==> config.mk <==
export PLATFORM = sky130hd
export DESIGN_NAME = arm_shift_cond_unit
export DESIGN_NICKNAME = d
export VERILOG_FILES = /design/src/rtl/arm_shift_cond_unit_pkg.sv /design/src/rtl/arm_shift_cond_unit_shift_core.sv /design/src/rtl/arm_shift_cond_unit.sv
export SDC_FILE = /design/constraint.sdc
export NUM_CORES = 1
export LEC_CHECK = 0
export CORE_MARGIN = 1.5
export CORE_UTILIZATION = 55
export DETAILED_ROUTE_END_ITERATION = 16
export PLACE_DENSITY = 0.87
export SLEW_MARGIN = 10
export SYNTH_ARGS = -nofsm -noshare
export SYNTH_HDL_FRONTEND = slang
export SYNTH_SLANG_ARGS = --single-unit
==> constraint.sdc <==
create_clock -name clk_in -period 0.93 [get_ports clk_in]
set_input_delay 0.2325 -clock clk_in [delete_from_list [all_inputs] [get_ports clk_in]]
set_output_delay 0.2325 -clock clk_in [all_outputs]
set_load 0.01 [all_outputs]
==> src/rtl/arm_shift_cond_unit_pkg.sv <==
// Shared constants for the operand-B shift/condition stage.
// Contents: operand and shift-amount widths, shift opcodes, ARM condition
// codes, and the NZCV flag bit positions in flags_in.
package arm_shift_cond_unit_pkg;

    localparam int unsigned DATA_W  = 32;
    localparam int unsigned SHAMT_W = 5;
    localparam int unsigned OP_W    = 2;
    localparam int unsigned COND_W  = 4;
    localparam int unsigned FLAGS_W = 4;

    // Shift type encodings
    localparam logic [OP_W-1:0] SHIFT_LSL = 2'b00;
    localparam logic [OP_W-1:0] SHIFT_LSR = 2'b01;
    localparam logic [OP_W-1:0] SHIFT_ASR = 2'b10;
    localparam logic [OP_W-1:0] SHIFT_ROR = 2'b11;

    // ARM condition field encodings
    localparam logic [COND_W-1:0] COND_EQ = 4'b0000;
    localparam logic [COND_W-1:0] COND_NE = 4'b0001;
    localparam logic [COND_W-1:0] COND_CS = 4'b0010;
    localparam logic [COND_W-1:0] COND_CC = 4'b0011;
    localparam logic [COND_W-1:0] COND_MI = 4'b0100;
    localparam logic [COND_W-1:0] COND_PL = 4'b0101;
    localparam logic [COND_W-1:0] COND_VS = 4'b0110;
    localparam logic [COND_W-1:0] COND_VC = 4'b0111;
    localparam logic [COND_W-1:0] COND_HI = 4'b1000;
    localparam logic [COND_W-1:0] COND_LS = 4'b1001;
    localparam logic [COND_W-1:0] COND_GE = 4'b1010;
    localparam logic [COND_W-1:0] COND_LT = 4'b1011;
    localparam logic [COND_W-1:0] COND_GT = 4'b1100;
    localparam logic [COND_W-1:0] COND_LE = 4'b1101;
    localparam logic [COND_W-1:0] COND_AL = 4'b1110;
    localparam logic [COND_W-1:0] COND_NV = 4'b1111;

    // Bit positions inside flags_in
    localparam int unsigned FLAG_N = 3;
    localparam int unsigned FLAG_Z = 2;
    localparam int unsigned FLAG_C = 1;
    localparam int unsigned FLAG_V = 0;

endpackage : arm_shift_cond_unit_pkg

==> src/rtl/arm_shift_cond_unit_shift_core.sv <==
// ARM barrel shifter (combinational).
// Ports:
//   i_data      operand to shift
//   i_amount    selected shift amount (0..31)
//   i_opcode    LSL/LSR/ASR/ROR
//   i_use_rs    1 = amount came from a register (zero means "no shift")
//   i_carry     incoming carry, also the RRX fill bit
//   i_exec      condition passed; when low the operand passes through
//   o_data_c    shifted operand
//   o_carry_c   shifter carry-out
module arm_shift_core
    import arm_shift_cond_unit_pkg::*;
(
    input  logic [DATA_W-1:0]  i_data,
    input  logic [SHAMT_W-1:0] i_amount,
    input  logic [OP_W-1:0]    i_opcode,
    input  logic               i_use_rs,
    input  logic               i_carry,
    input  logic               i_exec,
    output logic [DATA_W-1:0]  o_data_c,
    output logic               o_carry_c
);

    // One extra bit on each shifter catches the last bit shifted out,
    // which is exactly the ARM carry-out for amounts 1..31.
    logic [DATA_W:0]        w_lsl;
    logic [DATA_W:0]        w_lsr;
    logic signed [DATA_W:0] w_asr;
    logic [DATA_W-1:0]      w_ror;
    logic                   w_amt_zero;

    assign w_lsl      = {1'b0, i_data} << i_amount;
    assign w_lsr      = {i_data, 1'b0} >> i_amount;
    assign w_asr      = $signed({i_data, 1'b0}) >>> i_amount;
    assign w_ror      = DATA_W'({i_data, i_data} >> i_amount);
    assign w_amt_zero = (i_amount == '0);

    // Result select: pass-through, immediate-zero specials, or real shift
    always_comb begin
        o_data_c  = i_data;
        o_carry_c = i_carry;
        if (i_exec) begin
            if (w_amt_zero) begin
                // Register amount of zero never shifts; immediate zero
                // encodes #32 for LSR/ASR and RRX for ROR.
                if (!i_use_rs) begin
                    case (i_opcode)
                        SHIFT_LSR: begin
                            o_data_c  = '0;
                            o_carry_c = i_data[DATA_W-1];
                        end
                        SHIFT_ASR: begin
                            o_data_c  = {DATA_W{i_data[DATA_W-1]}};
                            o_carry_c = i_data[DATA_W-1];
                        end
                        SHIFT_ROR: begin
                            o_data_c  = {i_carry, i_data[DATA_W-1:1]};
                            o_carry_c = i_data[0];
                        end
                        default: begin
                            o_data_c  = i_data;
                            o_carry_c = i_carry;
                        end
                    endcase
                end
            end else begin
                case (i_opcode)
                    SHIFT_LSL: begin
                        o_data_c  = w_lsl[DATA_W-1:0];
                        o_carry_c = w_lsl[DATA_W];
                    end
                    SHIFT_LSR: begin
                        o_data_c  = w_lsr[DATA_W:1];
                        o_carry_c = w_lsr[0];
                    end
                    SHIFT_ASR: begin
                        o_data_c  = w_asr[DATA_W:1];
                        o_carry_c = w_asr[0];
                    end
                    default: begin
                        o_data_c  = w_ror;
                        o_carry_c = w_ror[DATA_W-1];
                    end
                endcase
            end
        end
    end

endmodule : arm_shift_core

==> src/rtl/arm_shift_cond_unit.sv <==
// Operand-B pre-processing stage of the ARM ALU pipe: evaluates the
// condition field against NZCV, barrel-shifts operand B, and registers the
// result, execute decision and shifter carry for the ALU (1-cycle latency).
// Ports:
//   clk_in / reset_in                 clock, async active-low reset
//   operand_b_in                      unshifted operand B
//   shift_opcode_in                   00 LSL, 01 LSR, 10 ASR, 11 ROR
//   use_rs_to_shift_in                amount from Rs (1) or immediate (0)
//   shift_from_rs_in / shift_value_in register / immediate shift amount
//   cond_in / flags_in                condition field, NZCV flags
//   carry_in                          shifter carry source
//   shifted_operandB_out              registered shifted operand
//   instr_exec_out                    registered condition-pass flag
//   carry_frm_barrel_shifter_out      registered shifter carry-out
module arm_shift_cond_unit
    import arm_shift_cond_unit_pkg::*;
(
    input  logic               clk_in,
    input  logic               reset_in,
    input  logic [31:0]        operand_b_in,
    input  logic [1:0]         shift_opcode_in,
    input  logic               use_rs_to_shift_in,
    input  logic [4:0]         shift_from_rs_in,
    input  logic [4:0]         shift_value_in,
    input  logic [3:0]         cond_in,
    input  logic [3:0]         flags_in,
    input  logic               carry_in,
    output logic [31:0]        shifted_operandB_out,
    output logic               instr_exec_out,
    output logic               carry_frm_barrel_shifter_out
);

    logic               w_n;
    logic               w_z;
    logic               w_c;
    logic               w_v;
    logic               w_exec;
    logic [SHAMT_W-1:0] w_amount;
    logic [DATA_W-1:0]  w_shift_data;
    logic               w_shift_carry;

    logic [DATA_W-1:0]  r_shifted;
    logic               r_exec;
    logic               r_carry;

    assign w_n = flags_in[FLAG_N];
    assign w_z = flags_in[FLAG_Z];
    assign w_c = flags_in[FLAG_C];
    assign w_v = flags_in[FLAG_V];

    assign w_amount = use_rs_to_shift_in ? shift_from_rs_in : shift_value_in;

    // Condition field decode
    always_comb begin
        w_exec = 1'b0;
        case (cond_in)
            COND_EQ: w_exec = w_z;
            COND_NE: w_exec = !w_z;
            COND_CS: w_exec = w_c;
            COND_CC: w_exec = !w_c;
            COND_MI: w_exec = w_n;
            COND_PL: w_exec = !w_n;
            COND_VS: w_exec = w_v;
            COND_VC: w_exec = !w_v;
            COND_HI: w_exec = w_c && !w_z;
            COND_LS: w_exec = !w_c || w_z;
            COND_GE: w_exec = (w_n == w_v);
            COND_LT: w_exec = (w_n != w_v);
            COND_GT: w_exec = !w_z && (w_n == w_v);
            COND_LE: w_exec = w_z || (w_n != w_v);
            COND_AL: w_exec = 1'b1;
            default: w_exec = 1'b0;
        endcase
    end

    arm_shift_core u_shift_core (
        .i_data    (operand_b_in),
        .i_amount  (w_amount),
        .i_opcode  (shift_opcode_in),
        .i_use_rs  (use_rs_to_shift_in),
        .i_carry   (carry_in),
        .i_exec    (w_exec),
        .o_data_c  (w_shift_data),
        .o_carry_c (w_shift_carry)
    );

    // Output stage: free-running, loads every edge
    always_ff @(posedge clk_in or negedge reset_in) begin
        if (!reset_in) begin
            r_shifted <= '0;
            r_exec    <= 1'b0;
            r_carry   <= 1'b0;
        end else begin
            r_shifted <= w_shift_data;
            r_exec    <= w_exec;
            r_carry   <= w_shift_carry;
        end
    end

    assign shifted_operandB_out         = r_shifted;
    assign instr_exec_out               = r_exec;
    assign carry_frm_barrel_shifter_out = r_carry;

endmodule : arm_shift_cond_unit

==> impl_metrics.py, run 1 <==
metrics = {
    "yosys": {
        "yosysMostFrequentCell": "mux2i_1",
        "syn_nets": 983,
        "synth_area_per_cell_um2": 8.01,
        "synth-seq-cells": 34,
        "synth.yosys.seq_area_share": 0.115,
        "synthesis.area_um2": 7380,
        "yosys.area.top_type": "mux2i_1",
        "netlist_top_cells_count": "mux2i_1, nand2_1, nor2_1",
        "synth_top_area_share": 0.180,
        "async_flop_share": 1.00,
        "synth-edff-count": 0,
        "ys_warn_count": 0,
        "synthDistinctLibCells": 74,
        "synth_cells": 922,
        "yosys_most_used_dff": "dfrtp_1",
        "synthTopCellsByArea": "mux2i_1, mux4_2, dfrtp_1",
    },
    "die": {
        "initial_core_util": 0.560,
        "fp.dieH_um": 119,
        "rows": 42,
        "chipWidth_um": 119,
        "io_pins": 90,
    },
    "place": {
        "dp_slack_ns": -2.56,
        "port_buffers": 89,
        "hpwl_um": 35000,
        "gp_congestion": 1.37,
        "placed_area_um2": 11100,
    },
    "status": {
        "tool.error": "[ERROR GRT-0116] Global routing finished with congestion. Check the congestion regions in the DRC Viewer.",
        "outcome": "did not finish",
        "lastStage": "5_1_grt",
    },
    "clock_network": {
        "numCtsBuffers": 5,
        "htreeDepth": 2,
        "cts_root_buffer": "clkbuf_16",
        "ctsLongestPathBuffers": 2,
        "cts_hold_buf": 0,
        "cts_sinks": 34,
    },
    "grt": {
        "grt_pass1_vias": 15000,
        "grt_max_degree": 35,
        "grt_use_total": 0.971,
        "grt_pass1_wl_um": 103000,
        "grt-ovfl-total": 919,
    },
}
kinds of logic after synthesis:
| group | Yosys count | share of synthesized area |
|---|---|---|
| buf+inv | 119 | 0.0786 |
| flops | 34 | 0.115 |
| mux | 203 | 0.366 |
| fa+ha+maj | 5 | 0.00847 |
| xor+xnor | 1 | 0.00119 |
| simple gates | 270 | 0.163 |
| compound gates | 290 | 0.267 |
metal layers:
metal | overflow | global-route usage
met4 | 238 | 1.06
met1 | 32 | 0.908
met5 | 6 | 0.438
met2 | 619 | 1.19
met3 | 24 | 0.787
stage by stage:
step | instances | hold WS [ns]
after CTS | 1484 | 0.319
after floorplan | 922 | -0.0631
after detailed placement | 1443 | 0.618
after global placement | 1443 | 0.619
repair_timing:
item,4_1_cts
gates resized for setup,384
pin swaps,39
buffers inserted,27
endpoints found under the setup margin,68
gates cloned,7
==> run 2, diff against run 1 <==
- CORE_UTILIZATION: 55 -> 40
- PLACE_DENSITY: 0.87 -> not set
- PLACE_DENSITY_LB_ADDON: not set -> 0.15
==> impl_metrics.py, run 2 <==
metrics = {
    "status": {
        "outcome": "finished, violations left",
        "violations": "negative setup slack",
    },
    "final_layout": {
        "area_growth_pct": 89.7,
        "final_area_um2": 14000,
        "seqCellArea_um2": 851,
        "final_common_cell": "buf_4",
        "fin_util": 0.777,
        "largest_register_ffs": 32,
        "final_cell_mix": "buf_4, nand2_1, buf_6, mux2i_1, nor2_1",
        "multi_input_comb_area_um2": 7540,
        "fin_nets": 1465,
        "final_layout_size_suffix_gt1_frac": 0.604,
        "fillers": 1195,
    },
    "setup_path": {
        "cp_cell_sequence": "buf_12 > mux2i_4 > buf_6 > buf_16 > buf_6 > mux2i_1 > buf_4 > mux4_2 > or2_1 > nand2_1 > buf_4 > a311oi_2 > o221ai_1",
        "critPathLaunchType": "input port",
        "worst-path-max-fanout": 6,
        "required_ns": 1.08,
        "crit_type": "input port to flop",
        "crit_start": "use_rs_to_shift_in",
        "arrival_ns": 2.76,
        "critPathSlowestCell": "mux2i_1",
        "end_kind": "flop",
        "slowest_delay_ns": 0.35,
    },
    "sta": {
        "setup_viol": 68,
        "maxSlewHeadroom": 0.660,
        "rsz0062_at_grt": "yes",
        "max_freq_mhz": 384,
        "hold_violations": 0,
        "worst_pin_slew_ns": 0.511,
        "drv_slew": 0,
        "finalCriticalPeriod_ns": 2.61,
        "worst_slack_ns": -1.68,
        "timing.final.crit_share": 2.80,
        "whs_ns": 0.442,
    },
    "yosys": {
        "yosysMostFrequentCell": "mux2i_1",
        "syn_nets": 983,
        "synth_cells": 922,
        "netlist_top_cells_count": "mux2i_1, nand2_1, nor2_1",
        "async_flop_share": 1.00,
        "synth-edff-count": 0,
        "synth.yosys.seq_area_share": 0.115,
        "yosys.area.top_type": "mux2i_1",
        "ys_warn_count": 0,
        "synthTopCellsByArea": "mux2i_1, mux4_2, dfrtp_1",
        "synthDistinctLibCells": 74,
        "synth_area_per_cell_um2": 8.01,
        "synth-seq-cells": 34,
        "synth_top_area_share": 0.180,
        "yosys_most_used_dff": "dfrtp_1",
        "synthesis.area_um2": 7380,
    },
    "die": {
        "io_pins": 90,
        "core_um2": 18000,
        "chipWidth_um": 139,
        "initial_core_util": 0.410,
        "rows": 49,
        "design.die.area_um2": 19300,
        "fp.dieH_um": 139,
    },
    "grt": {
        "met3_usage": 0.131,
        "grt_busiest_layer": "met2",
        "grt_use_total": 0.506,
        "grt-ovfl-total": 0,
        "grt_pass1_vias": 11000,
        "met1_usage": 0.657,
        "use_met2": 0.747,
        "grt_pass1_wl_um": 72200,
        "antenna_found_initial": 2,
        "grt_max_degree": 35,
    },
    "hold_path": {
        "hp-class": "input port to async pin",
    },
    "place": {
        "hpwl_um": 36400,
        "gp_congestion": 1.08,
        "port_buffers": 89,
        "dp_slack_ns": -2.51,
        "placed_area_um2": 11600,
    },
    "clock_network": {
        "cts_root_buffer": "clkbuf_16",
        "cts_tree": "yes",
        "ctsLongestPathBuffers": 2,
        "numCtsBuffers": 5,
        "htreeDepth": 2,
        "clkTransAtPathRegs_ns": 0.06,
        "cts_sinks": 34,
    },
    "job": {
        "cap_violations": 0,
    },
    "pwr": {
        "peakVddDrop_uv": 1260,
        "power_density_nw_per_um2": 1170,
        "p_leak_nw": 5.93,
    },
    "drt": {
        "drc": 0,
        "vias_per_cell": 7.17,
        "drtPass1Iterations": 6,
        "vias": 11700,
        "drtIter0Drc": 2217,
        "wl_per_cell_um": 33.1,
        "wirelength_um": 54100,
        "drtAntennaViolNets": 0,
    },
}
-- run 2: cell counts after synthesis --
Identical to the previous run, type by type.
-- run 2: routing by layer --
metal | vias to the layer above | wire [um]
met5 | - | 0
met4 | 0 | 5150
met3 | 414 | 8470
met2 | 1342 | 22000
met1 | 5408 | 18500
li1 | 4573 | -
-- run 2: cell families after synthesis --
| logic type | Yosys count | synth area share |
|---|---|---|
| buf+inv | 119 | 0.0786 |
| mux | 203 | 0.366 |
| fa+ha+maj | 5 | 0.00847 |
| xor+xnor | 1 | 0.00119 |
| simple gates | 270 | 0.163 |
| compound gates | 290 | 0.267 |
| flops | 34 | 0.115 |
-- run 2: worst max-delay path, delay by kind of cell --
| family | cells | cell delay (ns) |
|---|---|---|
| compound gates | 2 | 0.43 |
| buf+inv | 6 | 0.90 |
| mux | 3 | 0.87 |
| simple gates | 2 | 0.30 |
-- run 2: worst max path at each step --
stage                                to  cells past startpoint
3_5_place_dp   shifted_operandB_out[11]                     10
6_report        shifted_operandB_out[5]                     13
5_1_grt         shifted_operandB_out[5]                     13
4_1_cts        shifted_operandB_out[25]                     12
3_3_place_gp   shifted_operandB_out[11]                     10
2_1_floorplan   shifted_operandB_out[5]                      9
-- run 2: layout make-up --
cell class,instances,area share
clock inverter,3,0.00491
multi-input combinational,772,0.539
antenna,2,0.000357
sequential,34,0.0608
inverter,11,0.00313
timing repair buffer,580,0.363
tap,229,0.0205
clock buffer,5,0.00893
-- run 2: metrics by stage --
step | setup TNS [ns] | instances | total power [W]
floorplan | -47.27 | 922 | 0.00610
global placement | -81.32 | 1550 | 0.0109
detailed placement | -82.00 | 1550 | 0.0110
CTS | -47.93 | 1604 | 0.0142
global route | -55.34 | 1634 | 0.0165
finish | -54.72 | 1636 | 0.0163
-- run 2: where the power goes --
group	internal [W]	switching, W
registers	0.00176	0.000108
logic	0.00579	0.00638
clock network	0.00154	0.000745
-- run 2: repair_timing --
action / in CTS / in global routing
setup buffers: 42 / 36
pin swaps: 63 / 78
hold endpoints to repair: 34 / 0
hold buffers: 1 / 0
endpoints found under the setup margin: 68 / 68
gates resized for setup: 395 / 185
gates cloned: 7 / 0
Power figures use the tool's default switching activity.
